`config.mk`:
```
export PLATFORM = sky130hd
export DESIGN_NAME = multi_mode_timer
export DESIGN_NICKNAME = d
export VERILOG_FILES = /design/src/rtl/timer_pkg.sv /design/src/rtl/seg7_decode.sv /design/src/rtl/multi_mode_timer.sv
export SDC_FILE = /design/constraint.sdc
export NUM_CORES = 1
export LEC_CHECK = 0
export CAP_MARGIN = 15
export CORE_MARGIN = 2
export CORE_UTILIZATION = 31
export DETAILED_ROUTE_END_ITERATION = 16
export HOLD_SLACK_MARGIN = 0.15
export PLACE_DENSITY_LB_ADDON = 0.3
export SLEW_MARGIN = 20
export SYNTH_ARGS = -nofsm -noshare
export SYNTH_HDL_FRONTEND = slang
export SYNTH_SLANG_ARGS = --single-unit
export TNS_END_PERCENT = 100
```
`constraint.sdc`:
```
create_clock -name clk -period 4.8 [get_ports clk]
set_clock_uncertainty 0.2 [all_clocks]
set_input_delay 1.44 -clock clk [delete_from_list [all_inputs] [get_ports clk]]
set_output_delay 1.44 -clock clk [all_outputs]
set_load 0.02 [all_outputs]
```
`src/rtl/timer_pkg.sv`:
```
// Shared definitions for the multi-mode timer: FSM state encoding,
// button indices and 7-segment digit patterns ({g..a}, active-high).
package timer_pkg;

  typedef enum logic [2:0] {
    SW_STOP = 3'd0,
    SW_RUN  = 3'd1,
    TM_STOP = 3'd2,
    TM_RUN  = 3'd3,
    TM_DONE = 3'd4,
    SET     = 3'd5
  } state_e;

  localparam int BTN_MODE  = 0;
  localparam int BTN_START = 1;
  localparam int BTN_SET   = 2;
  localparam int BTN_UP    = 3;
  localparam int BTN_DOWN  = 4;
  localparam int NUM_BTN   = 5;

  localparam logic [2:0] LED_STOPWATCH = 3'b001;
  localparam logic [2:0] LED_TIMER     = 3'b010;
  localparam logic [2:0] LED_SET       = 3'b100;

  localparam logic [6:0] SEG_0     = 7'h3F;
  localparam logic [6:0] SEG_1     = 7'h06;
  localparam logic [6:0] SEG_2     = 7'h5B;
  localparam logic [6:0] SEG_3     = 7'h4F;
  localparam logic [6:0] SEG_4     = 7'h66;
  localparam logic [6:0] SEG_5     = 7'h6D;
  localparam logic [6:0] SEG_6     = 7'h7D;
  localparam logic [6:0] SEG_7     = 7'h07;
  localparam logic [6:0] SEG_8     = 7'h7F;
  localparam logic [6:0] SEG_9     = 7'h6F;
  localparam logic [6:0] SEG_BLANK = 7'h00;

endpackage

```
`src/rtl/seg7_decode.sv`:
```
// BCD digit to 7-segment pattern, segments ordered {g,f,e,d,c,b,a}.
module seg7_decode
  import timer_pkg::*;
(
  input  logic [3:0] bcd,
  output logic [6:0] seg
);

  always_comb begin
    seg = SEG_BLANK;
    case (bcd)
      4'd0: seg = SEG_0;
      4'd1: seg = SEG_1;
      4'd2: seg = SEG_2;
      4'd3: seg = SEG_3;
      4'd4: seg = SEG_4;
      4'd5: seg = SEG_5;
      4'd6: seg = SEG_6;
      4'd7: seg = SEG_7;
      4'd8: seg = SEG_8;
      4'd9: seg = SEG_9;
      default: seg = SEG_BLANK;
    endcase
  end

endmodule

```
`src/rtl/multi_mode_timer.sv`:
```
// Stopwatch / countdown timer / preset editor with BCD count, debounced-free
// button edge events and a registered multiplexed-free 7-segment output.
module multi_mode_timer
  import timer_pkg::*;
#(
  parameter int DIGITS    = 6,
  parameter int TICK_DIV  = 50_000_000,
  parameter int BLINK_DIV = 25_000_000,
  parameter int SEG_INV   = 0
) (
  input  logic                  clk,
  input  logic                  reset,
  input  logic                  mode_btn,
  input  logic                  start_btn,
  input  logic                  set_btn,
  input  logic                  up_btn,
  input  logic                  down_btn,
  output logic [7*DIGITS-1:0]   seg,
  output logic [2:0]            led_mode,
  output logic                  led_run,
  output logic                  led_done
);

  localparam int NW = 4 * DIGITS;
  localparam int SW = 7 * DIGITS;
  localparam int CW = (DIGITS > 1) ? $clog2(DIGITS) : 1;
  localparam int TW = (TICK_DIV > 1) ? $clog2(TICK_DIV) : 1;
  localparam int BW = (BLINK_DIV > 1) ? $clog2(BLINK_DIV) : 1;

  localparam logic [TW-1:0] TICK_LAST  = TW'(TICK_DIV - 1);
  localparam logic [BW-1:0] BLINK_LAST = BW'(BLINK_DIV - 1);
  localparam logic [CW-1:0] CUR_LAST   = CW'(DIGITS - 1);
  localparam logic          INV_BIT    = (SEG_INV != 0);
  localparam logic [SW-1:0] SEG_RST    = {DIGITS{SEG_0}} ^ {SW{INV_BIT}};

  function automatic logic [NW-1:0] bcd_inc(input logic [NW-1:0] v);
    logic [NW-1:0] r;
    logic          c;
    r = v;
    c = 1'b1;
    for (int i = 0; i < DIGITS; i++) begin
      if (c) begin
        if (r[4*i +: 4] == 4'd9) begin
          r[4*i +: 4] = 4'd0;
        end else begin
          r[4*i +: 4] = r[4*i +: 4] + 4'd1;
          c = 1'b0;
        end
      end
    end
    return r;
  endfunction

  function automatic logic [NW-1:0] bcd_dec(input logic [NW-1:0] v);
    logic [NW-1:0] r;
    logic          b;
    r = v;
    b = 1'b1;
    for (int i = 0; i < DIGITS; i++) begin
      if (b) begin
        if (r[4*i +: 4] == 4'd0) begin
          r[4*i +: 4] = 4'd9;
        end else begin
          r[4*i +: 4] = r[4*i +: 4] - 4'd1;
          b = 1'b0;
        end
      end
    end
    return r;
  endfunction

  state_e                 state_q, state_d;
  logic [NW-1:0]          count_q, count_d;
  logic [NW-1:0]          preset_q, preset_d;
  logic [CW-1:0]          cursor_q, cursor_d;
  logic [TW-1:0]          presc_q, presc_d;
  logic [BW-1:0]          blink_cnt_q, blink_cnt_d;
  logic                   blink_q, blink_d;
  logic [NUM_BTN-1:0]     sync1_q, sync1_d;
  logic [NUM_BTN-1:0]     sync2_q, sync2_d;
  logic [NUM_BTN-1:0]     sync3_q, sync3_d;
  logic [SW-1:0]          seg_q, seg_d;
  logic [2:0]             led_mode_q, led_mode_d;
  logic                   led_run_q, led_run_d;
  logic                   led_done_q, led_done_d;

  logic [NUM_BTN-1:0]     evt;
  logic                   ev_mode, ev_start, ev_set, ev_up, ev_down;
  logic                   in_run, tick;
  logic [NW-1:0]          disp;
  logic [SW-1:0]          dec_raw;

  // Synchroniser and edge detect; the event is the first cycle sync2 sees high
  always_comb begin
    sync1_d  = {down_btn, up_btn, set_btn, start_btn, mode_btn};
    sync2_d  = sync1_q;
    sync3_d  = sync2_q;
    evt      = sync2_q & ~sync3_q;
    ev_mode  = evt[BTN_MODE];
    ev_start = evt[BTN_START] & ~evt[BTN_MODE];
    ev_set   = evt[BTN_SET]   & ~(|evt[BTN_START:BTN_MODE]);
    ev_up    = evt[BTN_UP]    & ~(|evt[BTN_SET:BTN_MODE]);
    ev_down  = evt[BTN_DOWN]  & ~(|evt[BTN_UP:BTN_MODE]);
  end

  assign in_run = (state_q == SW_RUN) || (state_q == TM_RUN);
  assign tick   = in_run && (presc_q == TICK_LAST);

  // Tick updates the count first; events may then override the state
  always_comb begin
    state_d  = state_q;
    count_d  = count_q;
    preset_d = preset_q;
    cursor_d = cursor_q;

    if (tick && state_q == SW_RUN) begin
      count_d = bcd_inc(count_q);
    end else if (tick && state_q == TM_RUN) begin
      count_d = bcd_dec(count_q);
      if (count_d == '0) state_d = TM_DONE;
    end

    case (state_q)
      SW_STOP: begin
        if (ev_mode)       state_d = TM_STOP;
        else if (ev_start) state_d = SW_RUN;
        else if (ev_down)  count_d = '0;
      end
      SW_RUN: begin
        if (ev_start) state_d = SW_STOP;
      end
      TM_STOP: begin
        if (ev_mode)                        state_d = SET;
        else if (ev_start && count_q != '0) state_d = TM_RUN;
      end
      TM_RUN: begin
        if (ev_start) state_d = TM_STOP;
      end
      TM_DONE: begin
        if (|evt) state_d = TM_STOP;
      end
      SET: begin
        if (ev_mode) begin
          state_d = SW_STOP;
        end else if (ev_set) begin
          cursor_d = (cursor_q == CUR_LAST) ? '0 : cursor_q + CW'(1);
        end else if (ev_up || ev_down) begin
          for (int i = 0; i < DIGITS; i++) begin
            if (cursor_q == CW'(i)) begin
              if (ev_up)
                preset_d[4*i +: 4] = (preset_q[4*i +: 4] == 4'd9) ? 4'd0 : preset_q[4*i +: 4] + 4'd1;
              else
                preset_d[4*i +: 4] = (preset_q[4*i +: 4] == 4'd0) ? 4'd9 : preset_q[4*i +: 4] - 4'd1;
            end
          end
        end
      end
      default: state_d = SW_STOP;
    endcase

    if (state_d == TM_STOP && state_q != TM_STOP) count_d  = preset_q;
    if (state_d == SET && state_q != SET)         cursor_d = '0;
  end

  // Prescaler and blink counter restart on every entry to their states
  always_comb begin
    presc_d     = '0;
    blink_cnt_d = '0;
    blink_d     = 1'b0;
    if ((state_d == SW_RUN || state_d == TM_RUN) && state_d == state_q)
      presc_d = tick ? '0 : presc_q + TW'(1);
    if (state_d == SET && state_q == SET) begin
      if (blink_cnt_q == BLINK_LAST) begin
        blink_cnt_d = '0;
        blink_d     = ~blink_q;
      end else begin
        blink_cnt_d = blink_cnt_q + BW'(1);
        blink_d     = blink_q;
      end
    end
  end

  assign disp = (state_q == SET) ? preset_q : count_q;

  for (genvar g = 0; g < DIGITS; g++) begin : g_dec
    seg7_decode u_dec (
      .bcd (disp[4*g +: 4]),
      .seg (dec_raw[7*g +: 7])
    );
  end

  always_comb begin
    seg_d = dec_raw;
    for (int i = 0; i < DIGITS; i++) begin
      if (state_q == SET && blink_q && cursor_q == CW'(i)) seg_d[7*i +: 7] = SEG_BLANK;
    end
    seg_d = seg_d ^ {SW{INV_BIT}};

    case (state_q)
      SW_STOP, SW_RUN:          led_mode_d = LED_STOPWATCH;
      TM_STOP, TM_RUN, TM_DONE: led_mode_d = LED_TIMER;
      default:                  led_mode_d = LED_SET;
    endcase
    led_run_d  = in_run;
    led_done_d = (state_q == TM_DONE);
  end

  always_ff @(posedge clk) begin
    if (reset) begin
      state_q     <= SW_STOP;
      count_q     <= '0;
      preset_q    <= '0;
      cursor_q    <= '0;
      presc_q     <= '0;
      blink_cnt_q <= '0;
      blink_q     <= 1'b0;
      sync1_q     <= '0;
      sync2_q     <= '0;
      sync3_q     <= '0;
      seg_q       <= SEG_RST;
      led_mode_q  <= LED_STOPWATCH;
      led_run_q   <= 1'b0;
      led_done_q  <= 1'b0;
    end else begin
      state_q     <= state_d;
      count_q     <= count_d;
      preset_q    <= preset_d;
      cursor_q    <= cursor_d;
      presc_q     <= presc_d;
      blink_cnt_q <= blink_cnt_d;
      blink_q     <= blink_d;
      sync1_q     <= sync1_d;
      sync2_q     <= sync2_d;
      sync3_q     <= sync3_d;
      seg_q       <= seg_d;
      led_mode_q  <= led_mode_d;
      led_run_q   <= led_run_d;
      led_done_q  <= led_done_d;
    end
  end

  assign seg      = seg_q;
  assign led_mode = led_mode_q;
  assign led_run  = led_run_q;
  assign led_done = led_done_q;

endmodule

```
; Word level (Yosys, flattened, before mapping)
; Memory sizes are Yosys's and may differ from the RTL's.
; Cells that the tools add are included.
[word_totals]
register_bits = 168
romBits = 672
in_bits = 7
output_inout_bits = 47
word_cells = 273
n_memories = 6
[classes]
add_sub_neg = 27
eq_ne = 31
muxes = 113
n_bitwise = 14
n_reduce_logical = 57
[mem_list]
columns = memory, depth, width, rd, rd_ports_with_merged_regs, wr, line_no
row1 = (name not given), 16, 7, 1, 0, 0, seg7_decode.sv:11  ; case (bcd)
row2 = (name not given), 16, 7, 1, 0, 0, seg7_decode.sv:11
row3 = (name not given), 16, 7, 1, 0, 0, seg7_decode.sv:11
row4 = (name not given), 16, 7, 1, 0, 0, seg7_decode.sv:11
row5 = (name not given), 16, 7, 1, 0, 0, seg7_decode.sv:11
row6 = (name not given), 16, 7, 1, 0, 0, seg7_decode.sv:11
[ops]
columns = op, count
row1 = $mux 4, 52
row2 = $mux 24, 8
row3 = $add 4x1->4 const B, 12
row4 = $eq 4x4->1 const B, 12
row5 = $logic_not 4->1, 12
row6 = $sub 4x1->4 const B, 12
row7 = $mux 3, 12
row8 = $mux 6, 6
row9 = $mux 1, 33
row10 = $reduce_and 5->1, 6
row11 = $add 26x1->26 const B, 1
row12 = $eq 26x26->1 const B, 1
row13 = $add 25x1->25 const B, 1
row14 = $eq 25x25->1 const B, 1
row15 = $logic_not 24->1, 1
row16 = $reduce_bool 24->1, 1
row17 = $reduce_or 2->1, 10
row18 = $eq 3x2->1 const B, 6
row19 = $pmux 3 s6, 1
row20 = $eq 3x3->1 const B, 5
row21 = $logic_and 1x1->1, 15
row22 = $reduce_or 3->1, 4
row23 = $eq 3x1->1 const B, 3
row24 = $not 1->1, 8
row25 = other kinds (13), 19

; Depth between registers and ports, before layout
; Gate-level depths: netlist (run 1).
[logic_depth]
depth_word = 33
depth_mapped = 12
ltp_nobuf = 9

; By module
; From an unflattened synthesis (run 1), not the netlist that was laid out.
[hier_totals]
hier_cells = 1280
hier_area_um2 = 10147.2
[by_module_without_submodules]
columns = mod, n_inst, cells_per_inst, area_each_um2, seq_area_each_um2
row1 = multi_mode_timer, 1, 1112, 8831.0, 3363.2
row2 = seg7_decode at g_dec[0].u_dec ..., 4, 28, 219.0, 0.0
row3 = seg7_decode at g_dec[2].u_dec ..., 2, 28, 220.2, 0.0

; Worst setup path before layout (run 1)
; OpenSTA, ideal clock, no wires.
[synth_path]
path_kind = flip-flop to flip-flop
startpoint = register state_q[1]
endpoint = register seg_q[24] (netlist: seg[24])
setup_ns = 0.114
arrival_ns = 2.522
required_ns = 4.486
setup_slack_ns = 1.964
stages_incl_launch_ff = 10
path_buffers = 3
period_less_slack_ns = 2.836
cell_sequence = dfxtp_1 clkbuf_1 nand3b_1 buf_2 buf_1 mux2i_1 ha_1 o21ai_0 nand2_1 a21o_1
[synth_via]
elab_chain_len = 4
elab_cells_between_ends = 6
cone_classes = 1 x eq/ne / 2 x mux / 2 x reduce/logical / 1 x memory
[synth_rtl]
columns = item, line_no
row1 = "start, declared", multi_mode_timer.sv:72  ; state_e state_q, state_d;
row2 = "start signal, assigned", multi_mode_timer.sv:225  ; state_q <= state_d;
row3 = $eq 3x3->1 (*), "multi_mode_timer.sv:183, multi_mode_timer.sv:195"
row4 = $mux 24 / $logic_and 1x1->1 (equally long branches), "multi_mode_timer.sv:183, multi_mode_timer.sv:195"
row5 = $mem_v2 16x7 / $logic_and 1x1->1 (equally long branches), -
row6 = $mux 6 (*), multi_mode_timer.sv:195  ; if (state_q == SET && blink_q && cursor_q == CW'(i)) seg_d[7*i +: 7] = SEG_BLANK;
row7 = "end signal, assigned", multi_mode_timer.sv:235  ; seg_q <= seg_d;
row8 = "end, declared", multi_mode_timer.sv:82  ; logic [SW-1:0] seg_q, seg_d;
; Mark *: on every way between the ends. The rest lies on a longest branch, timed or not.
; A chain may end at the register's enable or synchronous reset.

; Final worst setup path (run 1)
[layout_path]
startpoint = register state_q[2]
endpoint = register preset_q[2]
[layout_via]
elab_chain_len = 2
[layout_rtl]
columns = item, line_no
row1 = $eq 3x3->1, multi_mode_timer.sv:123  ; case (state_q)
row2 = $reduce_and 5->1 (no source line), -
row3 = "end signal, assigned", multi_mode_timer.sv:227  ; preset_q <= preset_d;
row4 = "end, declared", multi_mode_timer.sv:74  ; logic [NW-1:0] preset_q, preset_d;
; Every way passes these cells.

==> results.ini, run 1 <==
[floorplan]
dieArea_sq_um = 33600
start_util_pct = 31.5
die_x_microns = 183
io_pins = 54
fp.dieH_microns = 183
rows = 65
core_sq_um = 31600

[drt]
wl_per_cell_microns = 15.8
via_per_inst = 5.37
ant_nets = 0
drc = 0
drtIter0Drc = 851
num_vias = 8960
firstDrtPassIters = 5
routed_wirelength_mm = 26.3

[logic_synthesis]
synth_largest_type_area_fraction_pct = 33.7
yosysWarnings = 0
ys_top_cells_by_count = dfxtp_1 (168), nand2_1 (164), nor2_1 (104)
synth_seq_cells = 168
synth-edff-count = 0
avgSynthCellArea_sq_um = 7.89
synth_cell_types = 77
netlist_area_sq_um = 9980
syn_nets = 1305
async_flop_share_pct = 0
yosys.area.top_type = dfxtp_1
synthTopCellsByArea = dfxtp_1 (34%), nand2_1 (6.2%), ha_1 (4.1%)
ys_seq_area_share_pct = 33.7
syn_inst = 1265
synthFlopType = dfxtp_1
yosys.cell_count.top_type = dfxtp_1

[worst_setup_path]
reg2regPathDepth = 6
worstPathRequired_ns = 4.96
reg2reg_to = preset_q[2]$_SDFFE_PP0P_
path_class = flop to flop
critPathArrivalTime_ns = 3.52
worstPathMaxFanout = 17
cp-end-kind = flop
r2r_slack_ns = 1.43
rr_startpoint = state_q[2]$_SDFF_PP0_
start_kind = flop

[timing]
min_period_over_period_pct = 70.2
tightest_slew_ns = 0.979
setup_viol = 0
timing_hold_violations_final = 0
rsz0062_at_grt = no
min_period_ns = 3.37
relSlewSlack_pct = 34.2
tns_ns = 0
drv_slew = 0
clock.fmax_mhz = 297

[pwr]
leakagePower_uw = 0.00415
ir_drop_uv = 255
power.total_uw = 3110
power.density_nw_per_um2 = 276

[worst_hold_path]
min_delay_worst_endpoint = sync2_q[2]$_SDFF_PP0_
min_from = sync1_q[2]$_SDFF_PP0_
min_path_cells = 1
min_path_type = flop to flop

[clock_tree]
clock_sinks = 168
htree_levels = 4
ctsResizeCount = 0
clock_latency_ns = 0.43
numCtsBuffers = 17
cts_tree = built
hold_buffers = 0
clockBufferDepth = 2
root_buffer = clkbuf_16
cts_setup_buffers = 0
clkTransAtPathRegs_ns = 0.07

[grt]
antenna_found_initial = 0
grt_pass1_wl_mm = 42.8
overflow = 0
grt_pass1_vias = 8167
grt.total_usage_pct = 15.6
grt_start_max_net_pins = 47

[final_layout]
syn_to_final_growth_pct = 12.9
drive_above_1_share_pct = 6.24
fin_nets = 1293
antennaDiodeCount = 0

[run_status]
outcome = complete, no violations

[placed_design]
gp_congestion = 0.876
portBuffers = 53
dp_hpwl_mm = 18.4

[flow_run]
drv_cap = 0

==> critical path: stages (launching register included) <==
cell and delay [ns]:
dfxtp_1 0.57, and3b_1 0.69, nand4_1 0.45, nor4_1 0.86, and4b_1 0.30, o21ai_0 0.09
a31oi_1 0.14
==> layout make-up <==
cell class | count | area (sq um)
Sequential cell | 168 | 3360
Clock inverter | 15 | 156
Tap cell | 402 | 503
Clock buffer | 17 | 425
Fill cell | 3224 | 20400
Inverter | 34 | 128
Timing Repair Buffer | 65 | 616
Multi-Input combinational cell | 967 | 6080
==> kinds of logic (layout without fill, tap and decap cells) <==
family / count (synthesis) / count (layout) / share of synthesized area (%)
multiplexers: 32 / 32 / 3.31
adder cells (fa/ha/maj): 33 / 33 / 4.14
AND/OR/NAND/NOR: 569 / 569 / 29.6
AO/OA/AOI/OAI: 261 / 261 / 17.3
XOR/XNOR: 72 / 72 / 6.32
buffers and inverters: 130 / 131 / 5.57
flip-flops: 168 / 168 / 33.7
==> routing by layer <==
layer	vias to the layer above	global-route usage, %	share of wire (%)
li1	4488	-	-
met1	4212	20.9	47
met2	225	25.0	46
met3	35	2.63	4.5
met4	0	6.24	2.7
met5	-	0	0
==> layout by cell type (no fill, tap or decap), types with 11 or more instances in the layout <==
cell | Yosys | final
a21o_1 | 31 | 31
a21oi_1 | 40 | 40
a31oi_1 | 21 | 20
and3_1 | 16 | 16
buf_4 | 3 | 12
clkbuf_16 | 0 | 17
clkdlybuf4s50_1 | 0 | 52
dfxtp_1 | 168 | 168
ha_1 | 33 | 33
inv_1 | 32 | 32
mux2i_1 | 24 | 24
nand2_1 | 164 | 164
nand2b_1 | 16 | 16
nand3_1 | 50 | 50
nand4_1 | 23 | 23
nor2_1 | 104 | 104
nor2b_1 | 32 | 32
nor3_1 | 51 | 51
nor4_1 | 26 | 26
o21ai_0 | 71 | 71
o31ai_1 | 11 | 11
or3_1 | 15 | 15
xnor2_1 | 47 | 47
xor2_1 | 25 | 25
==> state kept, by name, indices dropped and copies added (netlist names) <==
signal       flops
blink_cnt_q     25
blink_q          1
count_q         24
cursor_q         3
led_done         1
led_mode         3
led_run          1
presc_q         26
preset_q        24
seg             42
state_q          3
sync1_q          5
sync2_q          5
sync3_q          5
==> power by group <==
group	total, uW	leakage, uW	internal (uW)	switching (uW)
clock network	1390	0.000286	738	656
logic	279	0.00250	105	174
registers	1440	0.00137	1420	18.9
==> per-stage QoR <==
| stage | hold slack (ns) | cells | util [%] | setup slack (ns) | cell area [sq um] |
|---|---|---|---|---|---|
| 3_5_place_dp | 0.226 | 1636 | 33.8 | 1.42 | 10700 |
| 3_3_place_gp | 0.216 | 1636 | 33.8 | 1.48 | 10700 |
| 6_report | 0.237 | 1668 | 35.6 | 1.43 | 11300 |
| 4_1_cts | 0.242 | 1668 | 35.6 | 1.49 | 11300 |
| 2_1_floorplan | 0.214 | 1265 | - | 1.96 | 9980 |
| 5_1_grt | 0.258 | 1668 | 35.6 | 1.23 | 11300 |
==> worst max path at each step <==
stage                                      from  cells after the start                    endpoint
after floorplan           state_q[1]$_SDFF_PP0_                      9          seg[24]$_SDFF_PP1_
after global placement                    reset                      5  blink_cnt_q[14]$_SDFF_PP0_
after detailed placement                  reset                      5   blink_cnt_q[3]$_SDFF_PP0_
after CTS                 state_q[2]$_SDFF_PP0_                      6    preset_q[2]$_SDFFE_PP0P_
after global routing      state_q[2]$_SDFF_PP0_                      6    preset_q[3]$_SDFFE_PP0P_
final                     state_q[2]$_SDFF_PP0_                      6    preset_q[2]$_SDFFE_PP0P_
Power figures use the tool's default switching activity.
==> run 2: changes to the inputs <==
==> constraint.sdc (replaced) <==
create_clock -name clk -period 2.7 [get_ports clk]
set_clock_uncertainty 0.2 [all_clocks]
set_input_delay 0.81 -clock clk [delete_from_list [all_inputs] [get_ports clk]]
set_output_delay 0.81 -clock clk [all_outputs]
set_load 0.02 [all_outputs]
==> results.ini, run 2 (synthesis gave the netlist of run 1 again) <==
[timing]
rsz0062_at_grt = yes
timing.hold.ws_ns = 0.244
clock.fmax_mhz = 372
tightest_slew_ns = 0.578
timing_hold_violations_final = 0
setup_viol = 0
finalWorstSetupSlack_ns = 0.00965
drv_slew = 0
min_period_over_period_pct = 99.6
relSlewSlack_pct = 61.2
min_period_ns = 2.69

[run_status]
outcome = complete, no violations

[placed_design]
dp.cells = 1730
portBuffers = 53
pre_cts_ws_ns = -0.0255
gp_congestion = 0.894
placed_cell_area_sq_um = 11400
dp_hpwl_mm = 19.9

[final_layout]
design_area_sq_um = 12100
fin_nets = 1388
fin_cells = 1763
syn_to_final_growth_pct = 21.7
antennaDiodeCount = 0
drive_above_1_share_pct = 13.7
largest_reg_flops = 42
final_common_cell = dfxtp_1
final_cell_mix = dfxtp_1 (166), nand2_1 (163), nor2_1 (103)
fin_util_pct = 38.4
fill_cells = 3201

[clock_tree]
clkTransAtPathRegs_ns = 0.08
hold_buffers = 0
root_buffer = clkbuf_16
cts_tree = built
numCtsBuffers = 17
htree_levels = 4
clock_sinks = 168
clockBufferDepth = 2
clock_latency_ns = 0.44

[floorplan]
rows = 65
dieArea_sq_um = 33600
core_sq_um = 31600
die_x_microns = 183
fp.dieH_microns = 183
io_pins = 54
start_util_pct = 31.5

[worst_setup_path]
r2r_slack_ns = 0.01
worstPathMaxFanout = 9
start_kind = flop
cp-end-kind = flop
critPathArrivalTime_ns = 2.82
path_class = flop to flop
worstPathRequired_ns = 2.83

[grt]
grt_start_max_net_pins = 38
grt.total_usage_pct = 16.5
antenna_found_initial = 0
overflow = 0
grt_pass1_vias = 8659
grt_pass1_wl_mm = 45.0

[drt]
ant_nets = 0
firstDrtPassIters = 7
wl_per_cell_microns = 15.7
num_vias = 9254
drtIter0Drc = 837
drc = 0
via_per_inst = 5.25
routed_wirelength_mm = 27.6

[pwr]
leakagePower_uw = 0.00469
ir_drop_uv = 431
power.density_nw_per_um2 = 473

[flow_run]
drv_cap = 0

[worst_hold_path]
min_path_type = flop to flop

==> run 2: changes by cell type in the layout (fill, tap and decap cells not counted), moves of 4 or more <==
cell    change
buf_4      +90
inv_12      +5
inv_6       -6
buf_12      +4
==> run 2: critical path, cell delays in order (launching register included) <==
cell and delay [ns]:
dfxtp_2 0.32, or4b_4 0.55, or4_4 0.56, nor4_4 0.19
buf_6 0.20, nand2_2 0.06, a211o_1 0.29, a32o_1 0.24
==> run 2: cell type report <==
cell class / instances / area [sq um] / share of cell area [%]
Multi-Input combinational cell: 967 / 6130 / 50.5
Clock inverter: 15 / 209 / 1.72
Timing Repair Buffer: 160 / 1380 / 11.4
Clock buffer: 17 / 425 / 3.50
Inverter: 34 / 128 / 1.05
Tap cell: 402 / 503 / 4.14
Sequential cell: 168 / 3370 / 27.7
==> run 2: worst paths after layout <==
| kind | from | end | depth (start not counted) |
|---|---|---|---|
| hold reg to reg | sync1_q[1]$_SDFF_PP0_ | sync2_q[1]$_SDFF_PP0_ | 1 |
| setup reg to reg | presc_q[7]$_SDFF_PP0_ | count_q[1]$_SDFF_PP0_ | 7 |
| setup / recovery | presc_q[7]$_SDFF_PP0_ | count_q[1]$_SDFF_PP0_ | 7 |
| hold / removal | sync1_q[1]$_SDFF_PP0_ | sync2_q[1]$_SDFF_PP0_ | 1 |
==> run 2: what timing repair did <==
item	in CTS	in global routing
cloned	0	0
resized for setup	1	16
endpoints found under the setup margin	1	20
buffers inserted	0	1
==> run 2: stage by stage <==
step	total power (uW)	TNS, ns
4_1_cts	5810	0
3_5_place_dp	3180	-0.0255
5_1_grt	5950	-0.188
2_1_floorplan	2940	0
6_report	5740	0
3_3_place_gp	3180	0
==> run 2: power by group <==
part	total (uW)	internal [uW]	switching (uW)
clock	2610	1300	1310
combinational	589	241	348
sequential	2540	2530	17.8
==> run 2: per-layer routing <==
layer  share of wire, %  vias up  wire length, microns  global-route usage (%)
li1                   -     4664                     -                       -
met1                 47     4320                 13100                    21.7
met2                 46      234                 12800                    27.6
met3                4.4       36                  1200                    3.01
met4                1.7        0                   469                    4.58
met5                  0        -                     0                       0
==> run 3: changes to the inputs <==
--- a/config.mk
+++ b/config.mk
@@ -11,6 +11,7 @@
 export DETAILED_ROUTE_END_ITERATION = 16
 export HOLD_SLACK_MARGIN = 0.15
 export PLACE_DENSITY_LB_ADDON = 0.3
+export REMOVE_ABC_BUFFERS = 1
 export SLEW_MARGIN = 20
 export SYNTH_ARGS = -nofsm -noshare
 export SYNTH_HDL_FRONTEND = slang
==> results.ini, run 3 (synthesis gave the netlist of run 1 again) <==
[drt]
firstDrtPassIters = 5
routed_wirelength_mm = 28.2
drc = 0
ant_nets = 0
num_vias = 9383
drtIter0Drc = 660
via_per_inst = 5.33
wl_per_cell_microns = 16.0

[floorplan]
start_util_pct = 31.5
dieArea_sq_um = 33600
die_x_microns = 183
io_pins = 54
core_sq_um = 31600
fp.dieH_microns = 183
rows = 65

[worst_setup_path]
cp-end-kind = flop
crit_family = simple AND/OR/NAND/NOR gates
path_class = flop to flop
critPathArrivalTime_ns = 2.85
cp_cell_sequence = or4b_4 > or4_4 > nor4_4 > buf_6 > nand2_2 > a211o_1 > a32o_1
critPathSlowestCell = or4_4
slowest_delay_ns = 0.58
worstPathRequired_ns = 2.86
critPathBufInv = 1
start_kind = flop
worstPathMaxFanout = 6

[grt]
overflow = 0
grt.total_usage_pct = 17.0
grt_pass1_vias = 8689
grt_pass1_wl_mm = 45.7
grt_start_max_net_pins = 38
antenna_found_initial = 0

[placed_design]
dp_hpwl_mm = 20.4
portBuffers = 53
gp_congestion = 0.932
dp.cells = 1729
placed_cell_area_sq_um = 11400

[timing]
timing.hold.ws_ns = 0.238
relSlewSlack_pct = 35.8
min_period_ns = 2.69
drv_slew = 0
min_period_over_period_pct = 99.8
timing_hold_violations_final = 0
rsz0062_at_grt = yes
setup_viol = 0
clock.fmax_mhz = 371
tightest_slew_ns = 0.961

[final_layout]
multi_input_comb_area_sq_um = 6160
fin_cells = 1761
fin_nets = 1386
design_area_sq_um = 12100
regArea_sq_um = 3360
fill_cells = 3220
antennaDiodeCount = 0
syn_to_final_growth_pct = 21.2
final_cell_mix = dfxtp_1 (168), nand2_1 (163), nor2_1 (104)
drive_above_1_share_pct = 13.5
fin_util_pct = 38.2
largest_reg_flops = 42
final_common_cell = dfxtp_1

[clock_tree]
clock_sinks = 168
clockBufferDepth = 2
root_buffer = clkbuf_16
hold_buffers = 0
clock_latency_ns = 0.46
cts_tree = built
htree_levels = 4
clkTransAtPathRegs_ns = 0.08
numCtsBuffers = 17

[pwr]
power.total_uw = 5620
leakagePower_uw = 0.00467
ir_drop_uv = 431
power.density_nw_per_um2 = 465

[worst_hold_path]
min_path_type = flop to flop

[run_status]
outcome = complete, no violations

[flow_run]
drv_cap = 0

-- run 3: cell count changes in the layout (fill, tap and decap cells not counted), moves of 2 or more --
cell / delta
inv_12: -5
inv_6: +4
buf_12: -2
clkinv_8: +2
dfxtp_1: +2
dfxtp_2: -2
inv_8: -2
-- run 3: layout make-up --
type                            count  share of cell area (%)
Clock buffer                       17                    3.52
Clock inverter                     15                    1.50
Inverter                           34                    1.05
Multi-Input combinational cell    967                    50.9
Sequential cell                   168                    27.8
Tap cell                          402                    4.16
Timing Repair Buffer              158                    11.1
-- run 3: final timing paths --
path                               from               endpoint  slack (ns)  cells past startpoint
setup reg to reg  presc_q[7]$_SDFF_PP0_  count_q[1]$_SDFF_PP0_       0.006                      7
hold reg to reg   sync1_q[1]$_SDFF_PP0_  sync2_q[1]$_SDFF_PP0_        0.24                      1
setup / recovery  presc_q[7]$_SDFF_PP0_  count_q[1]$_SDFF_PP0_       0.006                      7
hold / removal    sync1_q[1]$_SDFF_PP0_  sync2_q[1]$_SDFF_PP0_        0.24                      1
-- run 3: power by group --
group | internal [uW] | switching, uW | total, uW
clock network | 1250 | 1230 | 2480
logic | 242 | 349 | 591
registers | 2530 | 22.4 | 2550
total | 4020 | 1600 | 5620
-- run 3: per-layer routing --
metal | wire length (microns) | global-route usage [%] | up-vias
li1 | - | - | 4652
met5 | 0 | 0 | -
met2 | 12400 | 26.0 | 248
met3 | 1370 | 3.41 | 48
met4 | 886 | 7.33 | 0
met1 | 13500 | 23.2 | 4435
-- run 3: stage by stage --
step / worst slack, ns / setup TNS [ns]
2_1_floorplan: -1.15 / -96.31
3_3_place_gp: -0.0706 / -0.0706
3_5_place_dp: -0.00558 / -0.00558
4_1_cts: 0.00167 / 0
5_1_grt: -0.0852 / -1.62
6_report: 0.00637 / 0
-- run 3: what timing repair did --
item	CTS	global route
endpoints found under the setup margin	1	46
buffers inserted	0	0
pin swaps	0	2
hold endpoints to repair	0	0
gates resized for setup	1	16
